`src/rtl/regfile_writeback_queue.sv`:
```
// Write-back queue for the 32x32 register file.
// Accepted requests are buffered in an in-order FIFO. The FIFO drains one
// entry per cycle into a registered write port (Aw/Dw/WrEn). Both read
// ports get combinational forwarding from the queue and the output register.
module regfile_writeback_queue #(
   parameter int DEPTH      = 4,
   parameter int DATA_WIDTH = 32,
   parameter int ADDR_WIDTH = 5
) (
   input  logic                           clk,
   input  logic                           reset,
   input  logic                           in_valid,
   output logic                           in_ready,
   input  logic [ADDR_WIDTH-1:0]          in_addr,
   input  logic [DATA_WIDTH-1:0]          in_data,
   input  logic                           stall,
   input  logic                           flush,
   output logic [ADDR_WIDTH-1:0]          Aw,
   output logic [DATA_WIDTH-1:0]          Dw,
   output logic                           WrEn,
   input  logic [ADDR_WIDTH-1:0]          Aa,
   input  logic [ADDR_WIDTH-1:0]          Ab,
   output logic                           fwd_hit_a,
   output logic [DATA_WIDTH-1:0]          fwd_data_a,
   output logic                           fwd_hit_b,
   output logic [DATA_WIDTH-1:0]          fwd_data_b,
   output logic [$clog2(DEPTH+1)-1:0]     count
);

   localparam int PTR_W = $clog2(DEPTH);
   localparam int CNT_W = $clog2(DEPTH+1);

   logic [PTR_W-1:0]      wr_ptr_q, wr_ptr_d;
   logic [PTR_W-1:0]      rd_ptr_q, rd_ptr_d;
   logic [CNT_W-1:0]      count_q, count_d;
   logic                  wr_en_q, wr_en_d;
   logic [ADDR_WIDTH-1:0] aw_q, aw_d;
   logic [DATA_WIDTH-1:0] dw_q, dw_d;
   logic [ADDR_WIDTH-1:0] mem_addr_q [DEPTH];
   logic [ADDR_WIDTH-1:0] mem_addr_d [DEPTH];
   logic [DATA_WIDTH-1:0] mem_data_q [DEPTH];
   logic [DATA_WIDTH-1:0] mem_data_d [DEPTH];

   logic push;
   logic pop;

   assign in_ready = (count_q < CNT_W'(DEPTH));
   assign count    = count_q;
   assign WrEn     = wr_en_q;
   assign Aw       = aw_q;
   assign Dw       = dw_q;

   // Writes to register 0 are consumed but never queued; flush blocks both sides.
   assign push = in_valid & in_ready & (in_addr != '0) & ~flush;
   assign pop  = (count_q != '0) & ~stall & ~flush;

   // Next-state for pointers, occupancy, output register and storage.
   always_comb begin
      wr_ptr_d   = wr_ptr_q;
      rd_ptr_d   = rd_ptr_q;
      count_d    = count_q;
      wr_en_d    = 1'b0;
      aw_d       = aw_q;
      dw_d       = dw_q;
      mem_addr_d = mem_addr_q;
      mem_data_d = mem_data_q;

      if (push) begin
         mem_addr_d[wr_ptr_q] = in_addr;
         mem_data_d[wr_ptr_q] = in_data;
         wr_ptr_d             = wr_ptr_q + PTR_W'(1);
      end

      if (pop) begin
         aw_d     = mem_addr_q[rd_ptr_q];
         dw_d     = mem_data_q[rd_ptr_q];
         wr_en_d  = 1'b1;
         rd_ptr_d = rd_ptr_q + PTR_W'(1);
      end

      case ({push, pop})
         2'b10:   count_d = count_q + CNT_W'(1);
         2'b01:   count_d = count_q - CNT_W'(1);
         default: count_d = count_q;
      endcase

      if (flush) begin
         rd_ptr_d = wr_ptr_q;
         count_d  = '0;
      end
   end

   // Control and output-register flops with asynchronous reset.
   always_ff @(posedge clk or posedge reset) begin
      if (reset) begin
         wr_ptr_q <= '0;
         rd_ptr_q <= '0;
         count_q  <= '0;
         wr_en_q  <= 1'b0;
         aw_q     <= '0;
         dw_q     <= '0;
      end else begin
         wr_ptr_q <= wr_ptr_d;
         rd_ptr_q <= rd_ptr_d;
         count_q  <= count_d;
         wr_en_q  <= wr_en_d;
         aw_q     <= aw_d;
         dw_q     <= dw_d;
      end
   end

   // Queue storage; contents are only meaningful under count, so no reset.
   always_ff @(posedge clk) begin
      mem_addr_q <= mem_addr_d;
      mem_data_q <= mem_data_d;
   end

   // Forwarding: scan oldest (output register) to youngest (tail) so the
   // last match wins, which yields the youngest pending value.
   always_comb begin
      logic [PTR_W-1:0] idx;
      idx        = '0;
      fwd_hit_a  = 1'b0;
      fwd_data_a = '0;
      fwd_hit_b  = 1'b0;
      fwd_data_b = '0;

      if (wr_en_q && (Aa != '0) && (aw_q == Aa)) begin
         fwd_hit_a  = 1'b1;
         fwd_data_a = dw_q;
      end
      if (wr_en_q && (Ab != '0) && (aw_q == Ab)) begin
         fwd_hit_b  = 1'b1;
         fwd_data_b = dw_q;
      end

      for (int unsigned i = 0; i < DEPTH; i++) begin
         idx = rd_ptr_q + PTR_W'(i);
         if (CNT_W'(i) < count_q) begin
            if ((Aa != '0) && (mem_addr_q[idx] == Aa)) begin
               fwd_hit_a  = 1'b1;
               fwd_data_a = mem_data_q[idx];
            end
            if ((Ab != '0) && (mem_addr_q[idx] == Ab)) begin
               fwd_hit_b  = 1'b1;
               fwd_data_b = mem_data_q[idx];
            end
         end
      end
   end

endmodule

```
`config.mk`:
```
export PLATFORM = sky130hd
export DESIGN_NAME = regfile_writeback_queue
export DESIGN_NICKNAME = d
export VERILOG_FILES = /design/src/rtl/regfile_writeback_queue.sv
export SDC_FILE = /design/constraint.sdc
export NUM_CORES = 1
export LEC_CHECK = 0
export BUFFER_PORTS_ARGS = -buffer_cell sky130_fd_sc_hd__buf_2
export CAP_MARGIN = 0
export CORE_ASPECT_RATIO = 0.7
export CORE_MARGIN = 8
export CORE_UTILIZATION = 59
export CTS_CLUSTER_DIAMETER = 120
export DETAILED_ROUTE_END_ITERATION = 10
export HOLD_SLACK_MARGIN = 0.02
export PLACE_DENSITY = 0.81
export REMOVE_ABC_BUFFERS = 1
export SLEW_MARGIN = 40
export SYNTH_ARGS = -nofsm -noshare
export SYNTH_HDL_FRONTEND = slang
export SYNTH_SLANG_ARGS = --single-unit
```
`constraint.sdc`:
```
create_clock -name clk -period 9.2 [get_ports clk]
set_clock_uncertainty 0.2 [all_clocks]
set_input_delay 1.84 -clock clk [delete_from_list [all_inputs] [get_ports clk]]
set_output_delay 1.84 -clock clk [all_outputs]
set_load 0.05 [all_outputs]
```
== After elaboration in Yosys (flattened, before gate mapping) ==
Cells that the tools add are included.

* Register bits after elaboration: 193
* Input bits: 52
* Output and inout bits: 108
* Word-level logic and storage cells: 145

* $add $sub $neg: 6
* $lt $le $gt $ge: 11
* Equal/unequal tests: 12
* Muxes and demuxes: 71
* Bitwise gates (word level): 12
* Reductions and logical operators: 19

{| class="wikitable"
|+ Operators with widths
! cell !! count
|-
| two-way mux 32 bit || 27
|-
| binary-select mux 32 bit (select 2 bit) || 4
|-
| bitwise mux 128 bit || 1
|-
| demux 32 bit (select 2 bit) || 1
|-
| == test 5 bit || 10
|-
| two-way mux 5 bit || 9
|-
| binary-select mux 5 bit (select 2 bit) || 4
|-
| bitwise mux 20 bit || 1
|-
| two-way mux 1 bit || 19
|-
| >= comparator 3 bit, second input constant || 5
|-
| inverter 2 -> 3 bit || 5
|-
| nonzero test 5 bit || 3
|-
| logical AND 1 bit || 13
|-
| demux 5 bit (select 2 bit) || 1
|-
| < comparator 1 x 3 -> 1 bit, first input constant || 2
|-
| < comparator 2 x 3 -> 1 bit, first input constant || 2
|-
| one-hot mux 3 bit (2 select lines) || 1
|-
| nonzero test 3 bit || 2
|-
| bitwise AND 1 bit || 5
|-
| adder 2 x 1 -> 2 bit, second input constant || 2
|-
| adder 2 bit, second input constant || 2
|-
| two-way mux 2 bit || 2
|-
| adder 3 x 1 -> 3 bit, second input constant || 1
|-
| < comparator 3 x 1 -> 1 bit, second input constant || 1
|-
| other kinds (7) || 8
|}

== Depth between registers and ports, before layout ==
* Word-level depth: 14
* Depth in mapped cells: 12
* Gate-level depth less buffers: 8

== Least setup slack after synthesis ==
OpenSTA, ideal clock, no wires.

* Path kind: input port to output port
* Start: input port Aa[3]
* End: output port fwd_data_a[10]
* Arrival: 4.695 ns
* Required time: 7.160 ns
* Setup slack: 2.465 ns
* Stages: 9
* Buffers on the path: 3
* Path through: clkbuf_1 > or4_1 > or2_2 > nand3_1 > or2_2 > clkbuf_1 > clkbuf_1 > o21bai_1 > o21ai_0

* Cells in the longest elaborated chain, start to end: 12
* Elaborated cells on any way between the ends: 21
* Classes of those cells: eq/ne: 5; mux: 9; reduce/logical: 7

{| class="wikitable"
|+ Ends and longest elaborated chain
! element !! RTL line !! text
|-
| from (decl) || 21 || <nowiki>input logic [ADDR_WIDTH-1:0] Aa,</nowiki>
|-
| nonzero test 5 bit || 128, 140 ||
|-
| logical AND 1 bit (2 in series) || 128 || <nowiki>if (wr_en_q && (Aa != '0) && (aw_q == Aa)) begin</nowiki>
|-
| two-way mux 32 bit || 128 ||
|-
| two-way mux 32 bit || 140 || <nowiki>if ((Aa != '0) && (mem_addr_q[idx] == Aa)) begin</nowiki>
|-
| two-way mux 32 bit || 139 || <nowiki>if (CNT_W'(i) < count_q) begin</nowiki>
|-
| two-way mux 32 bit || 140 ||
|-
| two-way mux 32 bit || 139 ||
|-
| two-way mux 32 bit || 140 ||
|-
| two-way mux 32 bit || 139 ||
|-
| two-way mux 32 bit || 140 ||
|-
| two-way mux 32 bit * || 139 ||
|-
| to (decl) || 24 || <nowiki>output logic [DATA_WIDTH-1:0] fwd_data_a,</nowiki>
|}

Every way passes the cells marked *; elsewhere a longest branch is shown, timed or not.

== Worst setup path after layout ==
* Start: input port Aa[3]
* End: output port fwd_data_a[31]

Same word-level chain as after synthesis.

==> flow_summary_export.csv <==
group,metric,value,unit
status,status,"complete, no violations",
routing,routed_wl,39700,um
cts,clock-sinks,193,
cts,cts.path.max_buffers,2,
timing,setup_slack,2300,ps
global_routing,grt_util_all_layers,0.289,
routing,vias,10700,
timing,finalCritPeriodShare,0.750,
critical_path,worst-setup-path-type,"input pin to output pin",
worst_hold_path,min_path_type,"flop to flop",
global_routing,grt_overflow,0,
placement,pre_cts_ws,2260,ps
placement,dp_hpwl,25900,um
critical_path,path_depth,11,
critical_path,cp_num_buf_inv,4,
cts,path_clk_slew,70,ps
global_routing,grt_pass1_vias,10500,
yosys,ys_async_sr_fraction,0.233,
critical_path,cp-endpoint,"fwd_data_a[31]",
cts,numCtsBuffers,17,
critical_path,crit_required,7160,ps
cells_and_area,final_common_cell,"buf_2",
cts,ctsHtreeMaxLevel,4,
yosys,ys_warn_count,0,
yosys,synth_edf_count,148,
cts,post_cts_buffers,0,
critical_path,crit_family,"simple AND/OR/NAND/NOR gates",
critical_path,reg2regPathDepth,7,
critical_path,cp.arrival,4860,ps
yosys,yosysUniqueCellTypes,50,
run,maxCapViolations,0,
cts,insertion_delay,440,ps
timing,slew_viol_final,0,
floorplanning,die_height,140,um
routing,postRouteAntennaNets,0,
critical_path,worstSetupStartpoint,"Aa[3]",
yosys,seq_area_frac_synth,0.429,
power_and_ir_drop,power,4.41,mW
floorplanning,start_util,0.600,
yosys,synthCells,1012,
critical_path,cp_max_fo,34,
placement,portBuffers,159,
critical_path,path_cells,"buf_2 -> or4_1 -> or2_2 -> nand3_1 -> nor2_4 -> buf_4 -> nor2_4 -> buf_16 -> a221oi_1 -> o21ai_1 -> buf_2",
critical_path,endpoint_kind,"output pin",
timing,worst-slew-pin-transition,886,ps
cells_and_area,instances_no_fill,1410,
power_and_ir_drop,powerDensity,300,nW/um2
cts,cts_tree,"done",
timing,hold_viol,0,
timing,fmax,145,MHz
critical_path,worstSetupStartpointType,"input pin",
global_routing,grt_pass1_wl,61200,um
critical_path,r2r_setup_slack,5680,ps
floorplanning,dieArea,27100,um2
floorplanning,die_w,193,um
routing,drc,0,
timing,finalSetupViolCount,0,
cells_and_area,drive_gt1_frac,0.342,
global_routing,grt_max_degree,66,
cells_and_area,syn2layout_area_growth,13.1,%
placement,gp_congestion,0.893,
routing,firstDrtPassIters,8,
power_and_ir_drop,p_leak,5.20,nW
timing,period_needed,6900,ps
timing,max_slew_margin,0.409,
global_routing,antenna_found_initial,4,
timing,rsz0062_at_grt,"no",
yosys,ys_ff_latch,193,
floorplanning,coreArea,21600,um2
cts,cts_resized,0,
placement,place_inst,1374,
floorplanning,boundaryPins,160,
yosys,synthFlopType,"edfxtp_1",
yosys,syn_area,13000,um2
critical_path,critPathMaxStageDelay,590,ps
timing,fin_tns_setup,0,ps
critical_path,crit-reg2reg-capture,"Aw[4]",
critical_path,crit_slowest_cell,"nor2_4",
routing,vias_per_cell,7.60,
critical_path,timing.rr.start,"count[1]",
cts,cts-root-buf,"clkbuf_16",
cells_and_area,nets,1173,
cells_and_area,layout_common_cells,"buf_2 (159), edfxtp_1 (148), mux4_2 (137)",
routing,drtIter0Drc,1798,
yosys,avgSynthCellArea,12.8,um2
power_and_ir_drop,ir_worst_vdd,0.205,mV
cts,ctsHoldBuffers,0,
routing,avgRoutedWirePerCell,28.1,um
floorplanning,rows,45,
[synth_stat cells (all sizes together) (4+ instances only)]
master / number / area, um2
dfrtp: 45 / 1130
mux2: 7 / 78.8
a311oi: 32 / 280
o21bai: 32 / 240
nand2: 135 / 507
nor3: 41 / 205
a22oi: 32 / 240
nand3: 38 / 190
xnor2: 45 / 394
clkbuf: 63 / 236
a32oi: 4 / 35.0
ha: 8 / 100
xor2: 18 / 158
or2: 4 / 25.0
mux2i: 20 / 200
buf: 41 / 278
mux4: 137 / 3090
edfxtp: 148 / 4440
a221oi: 32 / 280
inv: 7 / 26.3
a221o: 32 / 320
nor2: 16 / 67.6
o21ai: 43 / 223
and2: 5 / 31.3
[worst min-delay path: cells and delay by family, from the launching register on]
kind	cells	cell delay [ps]
simple gates	2	120
flops	1	390
[registers in the layout (all words and copies together), names as in the netlist]
register	cells
wr_ptr_q	2
rd_ptr_q	2
Dw	32
Aw	5
mem_data_q	128
WrEn	1
mem_addr_q	20
count	3
[layer usage]
metal | vias up | global-route usage | routed length [um]
li1 | 4326 | - | -
met5 | - | 0 | 18
met1 | 5333 | 0.402 | 14900
met2 | 962 | 0.421 | 17800
met4 | 4 | 0.0937 | 779
met3 | 96 | 0.0995 | 6170
[report_power, final]
part           total (mW)  switching (mW)  internal, mW
combinational        2.30            1.40         0.906
clock               0.763           0.354         0.408
sequential           1.34           0.238          1.11
[how the worst min path moves through the flow]
| stage | end | depth (start not counted) | slack (ps) | startpoint |
|---|---|---|---|---|
| 3_3_place_gp | Dw[5] | 2 | 310 | Dw[5] |
| 6_report | Dw[22] | 2 | 340 | Dw[22] |
| 5_1_grt | Dw[10] | 2 | 370 | Dw[10] |
| 3_5_place_dp | Dw[22] | 2 | 320 | Dw[22] |
| 2_1_floorplan | rd_ptr_q[1] | 2 | 290 | wr_ptr_q[1] |
| 4_1_cts | Dw[22] | 2 | 330 | Dw[22] |
[layout make-up]
cell class / count / area (um2)
inverters: 7 / 26.3
flip-flops and latches: 193 / 5580
fillers: 1516 / 6940
repair buffers: 186 / 1170
clock buffers: 20 / 437
diodes: 2 / 5.00
multi-input cells: 708 / 6970
clock inverters: 12 / 146
well taps: 282 / 353
[logic make-up (layout without fill, tap and decap cells)]
logic type               count (synthesis)  count (layout)  share of synthesized area
AO/OA/AOI/OAI                          218             218                      0.132
buffers and inverters                  111             225                     0.0416
AND/OR/NAND/NOR                        255             255                     0.0877
XOR/XNOR                                63              63                     0.0425
flip-flops                             193             193                      0.429
other                                    0               2                          0
adder cells (fa/ha/maj)                  8               8                    0.00771
multiplexers                           164             164                      0.259
[stage by stage]
stage          utilization  hold slack (ps)  cell area (um2)
2_1_floorplan            -              294            12500
3_3_place_gp         0.639              310            13800
3_5_place_dp         0.649              318            14000
4_1_cts              0.676              333            14600
5_1_grt              0.679              371            14700
6_report             0.679              337            14700
Power figures use the tool's default switching activity.
